### config.mk
export PLATFORM = sky130hd
export DESIGN_NAME = regfile_wb_arbiter
export DESIGN_NICKNAME = d
export VERILOG_FILES = /design/src/rtl/regfile_wb_arbiter.sv
export SDC_FILE = /design/constraint.sdc
export NUM_CORES = 1
export LEC_CHECK = 0
export CORE_ASPECT_RATIO = 1.25
export CORE_MARGIN = 3
export CORE_UTILIZATION = 40
export CTS_BUF_LIST = sky130_fd_sc_hd__clkbuf_4 sky130_fd_sc_hd__clkbuf_8
export DETAILED_ROUTE_END_ITERATION = 10
export HOLD_SLACK_MARGIN = 0.06
export PLACE_DENSITY_LB_ADDON = 0.25
export SLEW_MARGIN = 10
export SYNTH_ARGS = -nofsm -noshare
export SYNTH_HDL_FRONTEND = slang
export SYNTH_SLANG_ARGS = --single-unit
### constraint.sdc
create_clock -name clock -period 3.2 [get_ports clock]
set_input_delay 0.96 -clock clock [delete_from_list [all_inputs] [get_ports clock]]
set_output_delay 0.96 -clock clock [all_outputs]
set_load 0.01 [all_outputs]
### src/rtl/regfile_wb_arbiter.sv
// Round-robin arbiter sharing the regfile write port among NREQ writeback requesters,
// with a registered write stage and decode hazard lookup. Optional: WB_ZERO_SQUASH_EN.
module regfile_wb_arbiter #(
   parameter int NREQ = 3,
   parameter int AW   = 5,
   parameter int DW   = 32
) (
   input  logic                 clock,
   input  logic                 reset,
   input  logic [NREQ-1:0]      req_valid,
   input  logic [AW*NREQ-1:0]   req_addr,
   input  logic [DW*NREQ-1:0]   req_data,
   output logic [NREQ-1:0]      req_ready,
   output logic                 rf_wen,
   output logic [AW-1:0]        rf_wa,
   output logic [DW-1:0]        rf_wd,
   input  logic [AW-1:0]        hz_raA,
   input  logic [AW-1:0]        hz_raB,
   output logic                 hz_hitA,
   output logic                 hz_hitB,
   output logic [2:0]           grant_id
);

   logic [2:0]      rr_ptr;
   logic [NREQ-1:0] upper;
   logic [NREQ-1:0] cand;
   logic            found;
   logic            commit;
   logic [2:0]      sel_id;
   logic [AW-1:0]   sel_addr;
   logic [DW-1:0]   sel_data;

   // Rotating priority: requesters at or above rr_ptr win first, else wrap to the lowest valid.
   always_comb begin
      upper = '0;
      for (int unsigned i = 0; i < NREQ; i++) begin
         upper[i] = req_valid[i] && (i >= 32'(rr_ptr));
      end
      cand = (|upper) ? upper : req_valid;

      req_ready = '0;
      found     = 1'b0;
      sel_id    = '0;
      sel_addr  = '0;
      sel_data  = '0;
      for (int unsigned i = 0; i < NREQ; i++) begin
         if (cand[i] && !found) begin
            found        = 1'b1;
            req_ready[i] = 1'b1;
            sel_id       = 3'(i);
            sel_addr     = req_addr[AW*i +: AW];
            sel_data     = req_data[DW*i +: DW];
         end
      end
   end

`ifdef WB_ZERO_SQUASH_EN
   assign commit = found && (sel_addr != '0);
`else
   assign commit = found;
`endif

   always_ff @(posedge clock or posedge reset) begin
      if (reset) begin
         rf_wen   <= 1'b0;
         rf_wa    <= '0;
         rf_wd    <= '0;
         rr_ptr   <= '0;
         grant_id <= '0;
      end else begin
         rf_wen <= commit;
         if (found) begin
            grant_id <= sel_id;
            rr_ptr   <= (sel_id == 3'(NREQ-1)) ? 3'd0 : sel_id + 3'd1;
         end
         if (commit) begin
            rf_wa <= sel_addr;
            rf_wd <= sel_data;
         end
      end
   end

   always_comb begin
      hz_hitA = rf_wen && (rf_wa == hz_raA);
      hz_hitB = rf_wen && (rf_wa == hz_raB);
      for (int unsigned i = 0; i < NREQ; i++) begin
         hz_hitA = hz_hitA | (req_valid[i] && (req_addr[AW*i +: AW] == hz_raA));
         hz_hitB = hz_hitB | (req_valid[i] && (req_addr[AW*i +: AW] == hz_raB));
      end
`ifdef WB_ZERO_SQUASH_EN
      if (hz_raA == '0) hz_hitA = 1'b0;
      if (hz_raB == '0) hz_hitB = 1'b0;
`endif
   end

endmodule

# After elaboration in Yosys (flattened, before gate mapping)
# Cells that the tools add are included.
# word_totals
regBits	44
input_bits	126
output_inout_bits	46
wordCells	55
# op_classes
n_addsub	1
order_cmp	3
eq_ne	9
n_mux	15
n_bitwise	6
n_reduce_logical	16
# op_table
op	count
32-bit 2-to-1 mux	3
5-bit equality test	8
5-bit 2-to-1 mux	3
1-bit logical AND	13
3-bit 2-to-1 mux	3
1-bit by 3-bit greater-or-equal comparator with 1-bit output (first input constant)	2
1-bit 2-to-1 mux	6
1-bit bitwise OR	6
3-bit by 1-bit adder with 3-bit output (second input constant)	1
3-bit by 2-bit equality test with 1-bit output (second input constant)	1
2-bit by 3-bit greater-or-equal comparator with 1-bit output (first input constant)	1
3-bit OR reduction	1
1-bit logical NOT	2

# Longest topological paths before layout
# depth
ltp_word	13
depth_mapped	8
ltp_nobuf	5

# Worst setup path after synthesis
# OpenSTA, ideal clock, no wires.
# synth_timing
path_kind	in2out
from	in req_valid[2]
to	out hz_hitB
arrival_time_ps	1746
required_ps	2240
slack_ps	494
path_stages	4
path_buffers	2
path_cell_list	buf_4 -> buf_1 -> nand3_1 -> nand3_1
# synth_via
elab_chain_len	2
# synth_rtl
item	line	rtl
from (decl)	10	input logic [NREQ-1:0] req_valid,
1-bit logical AND	88	hz_hitB = hz_hitB | (req_valid[i] && (req_addr[AW*i +: AW] == hz_raB));
1-bit bitwise OR	88	
to (decl)	20	output logic hz_hitB,
# No other way between the ends.

# Worst setup path in the final report
# layout_timing
from	in req_valid[1]
to	out hz_hitB
# layout_via
elab_chain_len	3
# layout_rtl
item	line
1-bit logical AND	88
1-bit bitwise OR (2 in series)	88
# No other way between the ends.

==> flow_summary.ini <==
[min_path]
holdPathEnd = rf_wd[4]$_DFFE_PP0P_
hold_path_depth = 2
hold_start = rf_wd[4]$_DFFE_PP0P_
hp-class = flip-flop to flip-flop

[yosys]
avgSynthCellArea_um2 = 10.21
synth_top_cell_by_area = dfrtp_1
synthTopCellsByCount = dfrtp_1, a22oi_1, mux2i_1
ys.flop_type = dfrtp_1
synth_area_leaders = dfrtp_1, mux2i_1, xor2_1
synth.most_common_cell = dfrtp_1
synth_cell_types = 34
syn_inst = 257
synth-edff-count = 0
synth_seq_cells = 42
seq_area_frac_synth = 0.4006
synth_nets = 383
synthesis.area_mm2 = 0.002624
async_flop_share = 1.000
yosys.area.top_type_share = 0.4006
yosysWarnings = 0

[floorplanning]
core_mm2 = 0.006286
fp.dieH_um = 96.55
boundaryPins = 172
initial_core_util = 0.4174
die_w_um = 78.44
die-area_mm2 = 0.007573
rows = 32

[timing]
finalHoldViolCount = 0
finClkSkew_ns = 0.004188
report.final.slew_viol_count = 0
fmaxAchievable_mhz = 319.9
setup_viol = 0
fin_crit_ns = 3.126
post-route-period-util = 0.9768
slew_headroom = 0.5700
worstMarginPinSlew_ns = 0.6401
tns_ns = 0
rsz0062_at_grt = true
setup_ws_ns = 0.07419
hold_ws_ns = 0.4878

[critical_path]
crit_type = primary input to output pin
timing.rr.end = rf_wd[25]$_DFFE_PP0P_
path_delay_family = buffers and inverters
path_common_cell = buf_4
path_cells = clkdlybuf4s50_1 -> buf_4 -> buf_4 -> a31oi_1 -> nand3_1 -> clkdlybuf4s15_2
path_buf_inv = 4
critPathMaxStageDelay_ns = 0.43
crit_arrival_ns = 2.17
rrSetupSlack_ns = 1.37
critPathRequiredTime_ns = 2.24
r2r_cells = 6
cp-end-kind = output pin
worst-path-max-fanout = 5
start_kind = primary input
r2r_start = rr_ptr[0]$_DFFE_PP0P_
cpMaxStageDelayCell = clkdlybuf4s50_1

[power_and_ir_drop]
finalPower_w = 0.001848
power.density_mw_per_mm2 = 393.6
peakVddDrop_mv = 0.2925
cellLeakagePower_nw = 2.153

[placed_design]
place_congestion = 0.9308
pre_cts_ws_ns = -0.5360
numPortBuffers = 170
dp_hpwl_um = 7054

[finish]
drive_gt1_frac = 0.1208
area_growth_pct = 78.97
diodes = 0
final_nets = 572
final_util = 0.7470
multi_input_area_mm2 = 0.001474
nFillCells = 485
register_area_mm2 = 0.001051

[clocking]
clock_path_buffers = 2
htreeDepth = 2
clk_latency_ns = 0.29
hold_buffers = 0
cts_tree = built
numCtsBuffers = 5
cts_root_buf = clkbuf_8
cts.clk_slew.worst_paths_ns = 0.08
cts.sinks = 42

[detailed_routing]
drt_iter0_drc = 67
drcViolationCount = 0
wl_per_cell_um = 17.04
postRouteAntennaNets = 0
num_vias = 2770
drtPass1Iterations = 4
vias_per_cell = 5.207
routed_wl_um = 9065

[grt]
grt_max_degree = 43
antenna_found_initial = 0
grt_pass1_wl_um = 13770
first_global_vias = 2854
grt_overflow = 0
track_usage = 0.2321

[run]
cap_violations = 0

[run_status]
outcome = finished clean
==> logic make-up after synthesis <==
| group | synth area share |
|---|---|
| other | 0.001429 |
| AO/OA/AOI/OAI | 0.2194 |
| XOR/XNOR | 0.1335 |
| flip-flops | 0.4006 |
| multiplexers | 0.1335 |
| AND/OR/NAND/NOR | 0.06533 |
| buffers and inverters | 0.04625 |
==> sequential cells by signal (all words and copies together), names as in the netlist <==
register / cells
grant_id: 2
rf_wd: 32
rf_wa: 5
rr_ptr: 2
rf_wen: 1
==> power by group <==
group / internal, W / switching (W) / total (W)
logic: 0.000429 / 0.000310 / 0.000739
registers: 0.000616 / 0.0000608 / 0.000677
clock network: 0.000251 / 0.000182 / 0.000432
==> worst min-delay path: stages, from the launching register on <==
cell     delay (ns)
dfrtp_1        0.35
nand2_1        0.05
o21ai_1        0.06
==> metrics by stage <==
step / cell area, um2 / std cells
6_report: 4696 / 532
5_1_grt: 4696 / 532
4_1_cts: 4661 / 532
3_5_place_dp: 4549 / 523
3_3_place_gp: 4549 / 523
2_1_floorplan: 2624 / 257
==> repair_timing <==
action,CTS,global route
gates resized for setup,23,21
setup buffers,1,0
setup endpoints to repair,5,3
pin swaps,2,14
==> cell usage in the layout (no fill, tap or decap), types with 2 or more instances in the layout <==
master / netlist / layout
clkbuf_4: 0 / 2
dlygate4sd2_1: 0 / 8
a31oi_1: 2 / 2
nand2_1: 3 / 3
clkdlybuf4s50_1: 0 / 139
xor2_1: 32 / 32
a22oi_1: 35 / 35
nor2_1: 5 / 5
nand3_1: 6 / 6
clkbuf_8: 0 / 5
nor4_1: 8 / 8
buf_2: 6 / 3
and3_1: 2 / 2
dlymetal6s2s_1: 0 / 17
buf_4: 4 / 30
dfrtp_1: 42 / 42
nand2b_1: 2 / 2
xnor2_1: 8 / 8
mux2i_1: 35 / 35
o21ai_1: 16 / 16
a21o_1: 2 / 2
clkbuf_2: 1 / 2
inv_1: 4 / 3
o21ai_0: 23 / 23
==> per-layer routing <==
metal / track usage / part of all wire / up-vias
met3: 0.05195 / 0.054 / 14
met5: 0 / 0 / -
met1: 0.2576 / 0.38 / 1325
met2: 0.4400 / 0.55 / 103
li1: - / - / 1328
met4: 0.07434 / 0.017 / 0
==> worst max-delay path by stage <==
stage / from / end / slack (ns) / depth (start not counted)
floorplan: req_valid[2] / hz_hitB / 0.49 / 4
global placement: hz_raB[3] / hz_hitB / -0.49 / 7
detailed placement: hz_raB[3] / hz_hitB / -0.54 / 7
CTS: hz_raB[0] / hz_hitB / -0.20 / 7
global route: req_valid[1] / hz_hitB / -0.01 / 6
finish: req_valid[1] / hz_hitB / 0.07 / 6
==> cell type report <==
class	instances	share of cell area
repair buffers	200	0.4122
flip-flops and latches	42	0.2238
clock buffers	7	0.01785
inverters	4	0.003197
well taps	85	0.02265
clock inverters	1	0.006395
multi-input cells	193	0.3139
Note: power is estimated with default switching activity, not from simulation.
